[src/rtl/pump_pkg.sv]
// Shared command codes and FSM state encoding for the SPI data pump.
package pump_pkg;

    localparam logic [7:0] CMD_START = 8'h55;
    localparam logic [7:0] CMD_DATA  = 8'h56;
    localparam logic [7:0] CMD_END   = 8'h57;

    typedef enum logic [2:0] {
        ST_IDLE,
        ST_CMD,
        ST_START_IDX,
        ST_DATA,
        ST_IGNORE
    } pump_state_e;

endpackage

[src/rtl/spi_edge_sync.sv]
// Multi-flop synchronizer for an asynchronous input with single-cycle
// rise/fall pulses generated in the destination clock domain.
module spi_edge_sync #(
    parameter int   STAGES    = 2,
    parameter logic RESET_VAL = 1'b0
) (
    input  logic clk_i,
    input  logic reset_n_i,
    input  logic i_async,
    output logic o_rise,
    output logic o_fall
);

    logic [STAGES-1:0] r_sync;
    logic              r_prev;
    logic              w_level;

    assign w_level = r_sync[STAGES-1];

    // Shift the async input through the sync chain and keep the previous level.
    always_ff @(posedge clk_i or negedge reset_n_i) begin
        if (!reset_n_i) begin
            r_sync <= {STAGES{RESET_VAL}};
            r_prev <= RESET_VAL;
        end else begin
            r_sync <= {r_sync[STAGES-2:0], i_async};
            r_prev <= w_level;
        end
    end

    assign o_rise = w_level & ~r_prev;
    assign o_fall = ~w_level & r_prev;

endmodule

[src/rtl/spi_data_pump.sv]
// SPI-slave receiver turning MCU download frames into a byte-wide ioctl
// write stream, and returning the pump status byte on MISO.
module spi_data_pump
    import pump_pkg::*;
#(
    parameter int ADDR_W      = 24,
    parameter int SYNC_STAGES = 2
) (
    input  logic              clk_i,
    input  logic              reset_n_i,
    input  logic              spi_sck_i,
    input  logic              spi_ss_n_i,
    input  logic              spi_mosi_i,
    output logic              spi_miso_o,
    input  logic [7:0]        pump_i,
    output logic              ioctl_downl_o,
    output logic [7:0]        ioctl_index_o,
    output logic [ADDR_W-1:0] ioctl_addr_o,
    output logic [7:0]        ioctl_dout_o,
    output logic              ioctl_wr_o
);

    localparam logic [ADDR_W-1:0] ADDR_ONE = 1;

    logic                   w_sck_rise, w_sck_fall;
    logic                   w_ss_rise, w_ss_fall;
    logic                   w_mosi;
    logic                   w_shifting;
    logic                   w_byte_done;
    logic [7:0]             w_byte;
    logic [SYNC_STAGES-1:0] r_mosi_sync;
    logic [7:0]             r_shift;
    logic [2:0]             r_bitcnt;
    logic [7:0]             r_miso_sh;
    logic                   r_downl;
    logic [7:0]             r_index;
    logic [ADDR_W-1:0]      r_addr;
    logic [7:0]             r_dout;
    logic                   r_wr;
    pump_state_e            r_state, w_state_nxt;

    spi_edge_sync #(.STAGES(SYNC_STAGES), .RESET_VAL(1'b0)) u_sck_sync (
        .clk_i     (clk_i),
        .reset_n_i (reset_n_i),
        .i_async   (spi_sck_i),
        .o_rise    (w_sck_rise),
        .o_fall    (w_sck_fall)
    );

    // SS_N idles high, so its chain resets to 1 to avoid a phantom edge.
    spi_edge_sync #(.STAGES(SYNC_STAGES), .RESET_VAL(1'b1)) u_ss_sync (
        .clk_i     (clk_i),
        .reset_n_i (reset_n_i),
        .i_async   (spi_ss_n_i),
        .o_rise    (w_ss_rise),
        .o_fall    (w_ss_fall)
    );

    // MOSI synchronizer with the same depth as SCK so data lines up with the rise pulse.
    always_ff @(posedge clk_i or negedge reset_n_i) begin
        if (!reset_n_i) r_mosi_sync <= '0;
        else            r_mosi_sync <= {r_mosi_sync[SYNC_STAGES-2:0], spi_mosi_i};
    end

    assign w_mosi      = r_mosi_sync[SYNC_STAGES-1];
    assign w_shifting  = w_sck_rise && (r_state != ST_IDLE);
    assign w_byte      = {r_shift[6:0], w_mosi};
    assign w_byte_done = w_shifting && (r_bitcnt == 3'd7);

    // Receive shift register and bit counter; frame boundaries drop partial bytes.
    always_ff @(posedge clk_i or negedge reset_n_i) begin
        if (!reset_n_i) begin
            r_shift  <= '0;
            r_bitcnt <= '0;
        end else if (w_ss_fall || w_ss_rise) begin
            r_bitcnt <= '0;
        end else if (w_shifting) begin
            r_shift  <= w_byte;
            r_bitcnt <= r_bitcnt + 3'd1;
        end
    end

    // FSM state register.
    always_ff @(posedge clk_i or negedge reset_n_i) begin
        if (!reset_n_i) r_state <= ST_IDLE;
        else            r_state <= w_state_nxt;
    end

    // FSM next state: command byte selects how the rest of the frame is handled.
    always_comb begin
        w_state_nxt = r_state;
        if (w_ss_rise) begin
            w_state_nxt = ST_IDLE;
        end else begin
            case (r_state)
                ST_IDLE:      if (w_ss_fall) w_state_nxt = ST_CMD;
                ST_CMD: begin
                    if (w_byte_done) begin
                        case (w_byte)
                            CMD_START: w_state_nxt = ST_START_IDX;
                            CMD_DATA:  w_state_nxt = ST_DATA;
                            CMD_END:   w_state_nxt = ST_IDLE;
                            default:   w_state_nxt = ST_IGNORE;
                        endcase
                    end
                end
                ST_START_IDX: if (w_byte_done) w_state_nxt = ST_IGNORE;
                ST_DATA:      w_state_nxt = ST_DATA;
                ST_IGNORE:    w_state_nxt = ST_IGNORE;
                default:      w_state_nxt = ST_IDLE;
            endcase
        end
    end

    // ioctl side: index/download control, write strobe and post-write address step.
    always_ff @(posedge clk_i or negedge reset_n_i) begin
        if (!reset_n_i) begin
            r_downl <= 1'b0;
            r_index <= '0;
            r_addr  <= '0;
            r_dout  <= '0;
            r_wr    <= 1'b0;
        end else begin
            r_wr <= 1'b0;
            if (r_wr)
                r_addr <= r_addr + ADDR_ONE;
            if (r_state == ST_DATA && w_byte_done && r_downl) begin
                r_wr   <= 1'b1;
                r_dout <= w_byte;
            end
            if (r_state == ST_CMD && w_byte_done && w_byte == CMD_END)
                r_downl <= 1'b0;
            if (r_state == ST_START_IDX && w_byte_done) begin
                r_index <= w_byte;
                r_addr  <= '0;
                r_downl <= 1'b1;
            end
        end
    end

    // MISO: status snapshot at frame start, shifted out only during the command byte.
    always_ff @(posedge clk_i or negedge reset_n_i) begin
        if (!reset_n_i)
            r_miso_sh <= '0;
        else if (w_ss_fall)
            r_miso_sh <= pump_i;
        else if (r_state != ST_CMD)
            r_miso_sh <= '0;
        else if (w_sck_fall)
            r_miso_sh <= {r_miso_sh[6:0], 1'b0};
    end

    assign spi_miso_o    = r_miso_sh[7];
    assign ioctl_downl_o = r_downl;
    assign ioctl_index_o = r_index;
    assign ioctl_addr_o  = r_addr;
    assign ioctl_dout_o  = r_dout;
    assign ioctl_wr_o    = r_wr;

endmodule

[config.mk]
export PLATFORM = sky130hd
export DESIGN_NAME = spi_data_pump
export DESIGN_NICKNAME = d
export VERILOG_FILES = /design/src/rtl/pump_pkg.sv /design/src/rtl/spi_edge_sync.sv /design/src/rtl/spi_data_pump.sv
export SDC_FILE = /design/constraint.sdc
export NUM_CORES = 1
export LEC_CHECK = 0
export CORE_UTILIZATION = 50
export CTS_BUF_LIST = sky130_fd_sc_hd__clkbuf_2 sky130_fd_sc_hd__clkbuf_4 sky130_fd_sc_hd__clkbuf_8
export DETAILED_ROUTE_END_ITERATION = 7
export PLACE_DENSITY = 0.78
export SETUP_SLACK_MARGIN = 0.4
export SYNTH_ARGS = -nofsm -noshare
export SYNTH_HDL_FRONTEND = slang
export SYNTH_SLANG_ARGS = --single-unit
[constraint.sdc]
create_clock -name clk_i -period 4.73 [get_ports clk_i]
set_input_delay 0.946 -clock clk_i [delete_from_list [all_inputs] [get_ports clk_i]]
set_output_delay 0.946 -clock clk_i [all_outputs]
set_load 0.02 [all_outputs]
==> results of run 1 <==
==> sequential cells by signal, summed over array words and instances, names as in the netlist <==
register	cells
ioctl_dout_o	8
ioctl_downl_o	1
r_mosi_sync	2
ioctl_addr_o	24
r_bitcnt	3
ioctl_index_o	8
ioctl_wr_o	1
u_ss_sync.r_prev	1
u_sck_sync.r_prev	1
r_shift	7
r_state	3
u_sck_sync.r_sync	2
u_ss_sync.r_sync	2
r_miso_sh	8
==> cells in the mapped netlist (all sizes together), types with 7 or more instances <==
master,n
a22oi,7
o21ai,14
inv,9
nand3,8
a21oi,13
mux2,15
clkbuf,7
dfrtp,68
nand2,41
nor2,17
xnor2,10
or3,7
==> final cells by class <==
| cell class | count | area (sq um) | area share, % |
|---|---|---|---|
| Multi-Input combinational cell | 193 | 1290 | 32.6 |
| Tap cell | 75 | 93.8 | 2.37 |
| Inverter | 9 | 33.8 | 0.854 |
| Clock inverter | 2 | 12.5 | 0.316 |
| Timing Repair Buffer | 57 | 561 | 14.2 |
| Clock buffer | 14 | 186 | 4.71 |
| Sequential cell | 71 | 1780 | 45.0 |
==> stage by stage <==
step	worst slack [ps]	util [%]
5_1_grt	2210	66.0
3_5_place_dp	2490	62.7
2_1_floorplan	2780	-
3_3_place_gp	2590	62.7
4_1_cts	2240	66.0
6_report	2250	66.0
==> power groups by stage <==
stage	Sequential [mW]	Clock, mW	Combinational (mW)
final	0.662	0.463	0.0690
after detailed placement	0.673	0	0.0704
after CTS	0.662	0.476	0.0706
after global placement	0.672	0	0.0687
after floorplan	0.658	0	0.0503
after global routing	0.666	0.500	0.0774
==> worst min path at each step <==
| stage | end | slack (ps) |
|---|---|---|
| floorplan | r_mosi_sync[1]$_DFF_PN0_ | 330 |
| global placement | u_sck_sync.r_sync[1]$_DFF_PN0_ | 330 |
| detailed placement | u_sck_sync.r_sync[1]$_DFF_PN0_ | 340 |
| CTS | u_sck_sync.r_sync[1]$_DFF_PN0_ | 360 |
| global route | r_mosi_sync[1]$_DFF_PN0_ | 360 |
| finish | r_mosi_sync[1]$_DFF_PN0_ | 360 |
==> per-layer routing <==
layer,vias up,GRT usage (%)
met1,1151,26.3
met2,47,30.7
met3,12,3.37
met5,-,0
li1,1115,-
met4,0,10.4
==> cells by family after synthesis <==
kind of cell / count (synthesis) / share of synthesized area [%]
simple gates: 112 / 20.0
flops: 71 / 56.6
compound gates: 44 / 8.43
buf+inv: 22 / 2.78
mux: 18 / 6.32
xor+xnor: 14 / 3.89
fa+ha+maj: 5 / 1.99
==> impl_metrics.py, run 1 <==
metrics = {
    "cts": {
        "cts_hold_buffers": 0,
        "root_buffer": "clkbuf_8",
        "cts_tree": "yes",
        "insertion_delay_ps": 330,
        "htreeDepth": 3,
        "cts_resized": 0,
        "cts_buffer_depth": 2,
        "clk_pin_slew_ps": 70,
        "clock-sinks": 71,
        "cts-buffers-inserted": 9,
        "post_cts_buffers": 0,
    },
    "synthesis": {
        "synth_top_area_share_pct": 54.1,
        "yosysSeqAreaShare_pct": 56.6,
        "synth_cells": 286,
        "synth_area_leaders": "dfrtp_1, mux2_2, nand2_1",
        "ys_types": 48,
        "syn_nets": 304,
        "synth_area_sq_mm": 0.00315,
        "synth_edf_count": 0,
        "syn-mean-instance-area_sq_um": 11.0,
        "synth-main-ff-cell": "dfrtp_1",
        "synthArstFlopShare_pct": 100,
        "synth.largest_area_cell": "dfrtp_1",
        "synth-seq-cells": 71,
        "yosysWarnings": 0,
    },
    "floorplanning": {
        "core_sq_mm": 0.00599,
        "die_w_um": 81.3,
        "rows": 28,
        "io_pins": 56,
        "die_h_um": 81.3,
        "dieArea_sq_mm": 0.00662,
        "initial_utilization_pct": 52.5,
    },
    "final_layout": {
        "stdcell_count": 421,
        "mostFrequentLayoutCell": "dfrtp_1",
        "fin_nets": 359,
        "nFillCells": 449,
        "antennaDiodeCount": 0,
        "postLayoutCellArea_sq_mm": 0.00396,
        "drive_gt1_share_pct": 13.6,
        "mostFrequentLayoutCells": "dfrtp_1, clkdlybuf4s50_1, nand2_1",
        "area_growth_pct": 25.7,
    },
    "placement": {
        "placed_area_sq_mm": 0.00376,
        "gp_congestion": 0.730,
        "dp.final_hpwl_mm": 4.06,
        "port_buffers": 55,
        "place_inst": 405,
    },
    "sta": {
        "rsz0062_at_grt": "no",
        "worst_slew_pin_slew_ps": 703,
        "tns_ps": 0,
        "period_share_pct": 52.4,
        "hold_viol": 0,
        "whs_ps": 356,
        "fmax_ghz": 0.403,
        "maxSlewViolCount": 0,
        "relSlewSlack_pct": 52.9,
        "setup_violations": 0,
        "finalCriticalPeriod_ps": 2480,
        "clock_skew_ps": 6.73,
    },
    "grt": {
        "grt_usage_pct": 19.7,
        "antenna_found_initial": 0,
        "overflow": 0,
        "grt_pass1_vias": 2178,
        "grt_start_max_net_pins": 42,
        "grt_pass1_wl_mm": 9.89,
    },
    "critical_path": {
        "path_class": "reg -> out",
        "critPathLaunchType": "flip-flop",
        "startpoint": "ioctl_wr_o$_DFF_PN0_",
        "worstPathArrival_ps": 1530,
        "rr_worst_depth": 6,
        "crit_buf_inv": 1,
        "endpoint_kind": "output pin",
        "required_ps": 3780,
        "r2r-end": "ioctl_addr_o[14]$_DFFE_PN0P_",
        "path_cells": "clkdlybuf4s50_1",
        "critPathMaxStageDelay_ps": 670,
        "critPathTopFamily": "buffers and inverters",
        "r2r_slack_ps": 2510,
        "critical_path_cell_count": 1,
        "cp-endpoint": "ioctl_wr_o",
        "critPathSlowestCell": "clkdlybuf4s50_1",
        "crit_fanout": 8,
        "regToRegStartpoint": "r_bitcnt[0]$_DFFE_PN0P_",
    },
    "power": {
        "p_comb_share_pct": 5.8,
        "seqPwrFrac_pct": 55.4,
        "netSwitchingFraction_pct": 22.9,
        "internal-power_mw": 0.922,
        "clockPowerShare_pct": 38.8,
        "switchingPower_mw": 0.273,
        "power.density_mw_per_mm2": 302,
        "vdd_drop_max_v": 0.000199,
        "leakagePower_nw": 1.72,
        "finalPower_mw": 1.19,
    },
    "route": {
        "drt_iter0_drc": 136,
        "dr.pass1.iters": 4,
        "drt-wirelength-per-cell_um": 14.1,
        "routed-wl-met2_mm": 2.79,
        "met1Wirelength_mm": 2.84,
        "ant_nets": 0,
        "route.detailed.drc": 0,
        "viasPerCell": 5.52,
        "dr_total_vias": 2325,
        "route.met3.wl_um": 179,
        "wl_mm": 5.93,
        "top_layer": "met4",
    },
    "run_status": {
        "status": "finished clean",
    },
    "run": {
        "drv_cap": 0,
    },
    "min_path": {
        "hold_depth": 0,
        "hp-start": "r_mosi_sync[0]$_DFF_PN0_",
        "hp-class": "reg -> reg",
    },
}
No activity file was read; power rests on OpenSTA's default activity.
==> run 2, diff against run 1 <==
==> constraint.sdc (replaced) <==
create_clock -name clk_i -period 2.6 [get_ports clk_i]
set_input_delay 0.52 -clock clk_i [delete_from_list [all_inputs] [get_ports clk_i]]
set_output_delay 0.52 -clock clk_i [all_outputs]
set_load 0.02 [all_outputs]
==> impl_metrics.py, run 2 (synthesized netlist as in run 1, its figures left out) <==
metrics = {
    "run_status": {
        "status": "finished clean",
    },
    "grt": {
        "grt_usage_pct": 20.2,
        "top_usage_layer": "met2",
        "antenna_found_initial": 0,
        "grt_pass1_vias": 2089,
        "met1_usage_pct": 27.4,
        "grt_pass1_wl_mm": 9.94,
        "grt_start_max_net_pins": 32,
        "overflow": 0,
        "grt_util_met2_pct": 31.2,
        "grtUsageMet3_pct": 3.60,
    },
    "sta": {
        "maxSlewViolCount": 0,
        "hold_viol": 0,
        "period_share_pct": 78.2,
        "worst_slew_pin_slew_ps": 649,
        "finalCriticalPeriod_ps": 2030,
        "clock_skew_ps": 10.4,
        "whs_ps": 70.3,
        "tns_ps": 0,
        "fin_ws_ps": 567,
        "fmax_ghz": 0.492,
        "rsz0062_at_grt": "no",
        "setup_violations": 0,
        "relSlewSlack_pct": 56.7,
    },
    "critical_path": {
        "critPathSlowestCell": "clkdlybuf4s50_1",
        "critical_path_cell_count": 1,
        "r2r_slack_ps": 570,
        "r2r-end": "ioctl_addr_o[18]$_DFFE_PN0P_",
        "path_cells": "clkdlybuf4s50_1",
        "cp-endpoint": "ioctl_wr_o",
        "critPathMaxStageDelay_ps": 660,
        "startpoint": "ioctl_wr_o$_DFF_PN0_",
        "worstPathArrival_ps": 1510,
        "crit_buf_inv": 1,
        "required_ps": 2080,
        "endpoint_kind": "output pin",
        "path_class": "reg -> out",
        "regToRegStartpoint": "ioctl_addr_o[0]$_DFFE_PN0P_",
        "crit_fanout": 8,
        "critPathTopFamily": "buffers and inverters",
        "critPathLaunchType": "flip-flop",
        "rr_worst_depth": 5,
    },
    "min_path": {
        "hp-class": "in -> async",
    },
    "final_layout": {
        "drive_gt1_share_pct": 14.6,
        "fin_nets": 363,
        "area_growth_pct": 27.2,
        "antennaDiodeCount": 0,
        "mostFrequentLayoutCell": "dfrtp_1",
        "largest_register_ff_count": 24,
        "mostFrequentLayoutCells": "dfrtp_1, clkdlybuf4s50_1, nand2_1",
    },
    "route": {
        "ant_nets": 0,
        "route.detailed.drc": 0,
        "drt_iter0_drc": 124,
        "viasPerCell": 5.47,
        "dr.pass1.iters": 4,
        "dr_total_vias": 2326,
        "wl_mm": 6.17,
        "drt-wirelength-per-cell_um": 14.5,
    },
    "power": {
        "clockPowerShare_pct": 41.8,
        "seqPwrFrac_pct": 52.5,
        "internal-power_mw": 1.77,
        "vdd_drop_max_v": 0.000491,
        "power.density_mw_per_mm2": 574,
        "p_comb_share_pct": 5.7,
        "leakagePower_nw": 1.74,
        "netSwitchingFraction_pct": 23.2,
        "switchingPower_mw": 0.535,
    },
    "floorplanning": {
        "dieArea_sq_mm": 0.00662,
        "core_sq_mm": 0.00599,
        "die_h_um": 81.3,
        "rows": 28,
        "io_pins": 56,
        "die_w_um": 81.3,
        "initial_utilization_pct": 52.5,
    },
    "cts": {
        "cts_tree": "yes",
        "clock-sinks": 71,
        "clk_pin_slew_ps": 80,
        "cts_buffer_depth": 2,
        "insertion_delay_ps": 340,
        "root_buffer": "clkbuf_8",
        "htreeDepth": 3,
        "cts-buffers-inserted": 9,
    },
    "placement": {
        "pre_cts_ws_ps": 467,
        "gp_congestion": 0.775,
        "dp.final_hpwl_mm": 4.16,
        "port_buffers": 55,
    },
    "run": {
        "drv_cap": 0,
    },
}
[run 2: layout make-up]
cell class,instances,area (sq um)
Sequential cell,71,1780
Clock inverter,6,86.3
Tap cell,75,93.8
Fill cell,437,1990
Inverter,9,33.8
Timing Repair Buffer,61,591
Multi-Input combinational cell,193,1290
Clock buffer,10,131
[run 2: worst register-to-register path, delay by kind of cell, from the launching register on]
kind / cells / cell delay, ps
AO/OA/AOI/OAI: 1 / 160
adder cells (fa/ha/maj): 1 / 230
flip-flops: 1 / 460
AND/OR/NAND/NOR: 3 / 1110
[run 2: per-layer routing]
layer	part of all wire (%)	vias up	wire (um)
met5	0	-	0
met4	1.2	0	76
met3	3.1	5	192
met2	49	44	3000
met1	47	1147	2890
li1	-	1130	-
[run 2: how the worst min path moves through the flow]
stage                                         startpoint                             end  cells past startpoint
final                                          reset_n_i         r_bitcnt[1]$_DFFE_PN0P_                      1
after global routing                           reset_n_i         r_bitcnt[1]$_DFFE_PN0P_                      1
after CTS                                      reset_n_i         r_bitcnt[1]$_DFFE_PN0P_                      1
after detailed placement        r_mosi_sync[0]$_DFF_PN0_        r_mosi_sync[1]$_DFF_PN0_                      0
after global placement    u_sck_sync.r_sync[0]$_DFF_PN0_  u_sck_sync.r_sync[1]$_DFF_PN0_                      0
after floorplan                                reset_n_i     ioctl_addr_o[0]$_DFFE_PN0P_                      0
[run 2: per-stage QoR]
step / total power, mW / std cells / utilization (%) / area [sq um]
4_1_cts: 2.32 / 424 / 66.7 / 4000
6_report: 2.30 / 425 / 66.9 / 4010
2_1_floorplan: 1.29 / 286 / - / 3150
5_1_grt: 2.39 / 425 / 66.9 / 4010
3_3_place_gp: 1.35 / 408 / 63.1 / 3780
3_5_place_dp: 1.36 / 408 / 63.1 / 3780
[run 2: repair_timing]
item                       in CTS  in global routing
resized for setup               0                  0
setup endpoints to repair       0                  8
hold buffers                    0                  0
setup buffers                   0                  1
[run 2: power groups by stage]
| stage | clock network [mW] | registers (mW) | logic (mW) |
|---|---|---|---|
| floorplan | 0 | 1.20 | 0.0916 |
| global placement | 0 | 1.22 | 0.126 |
| detailed placement | 0 | 1.22 | 0.130 |
| CTS | 0.979 | 1.21 | 0.134 |
| global route | 1.03 | 1.22 | 0.146 |
| finish | 0.962 | 1.21 | 0.131 |
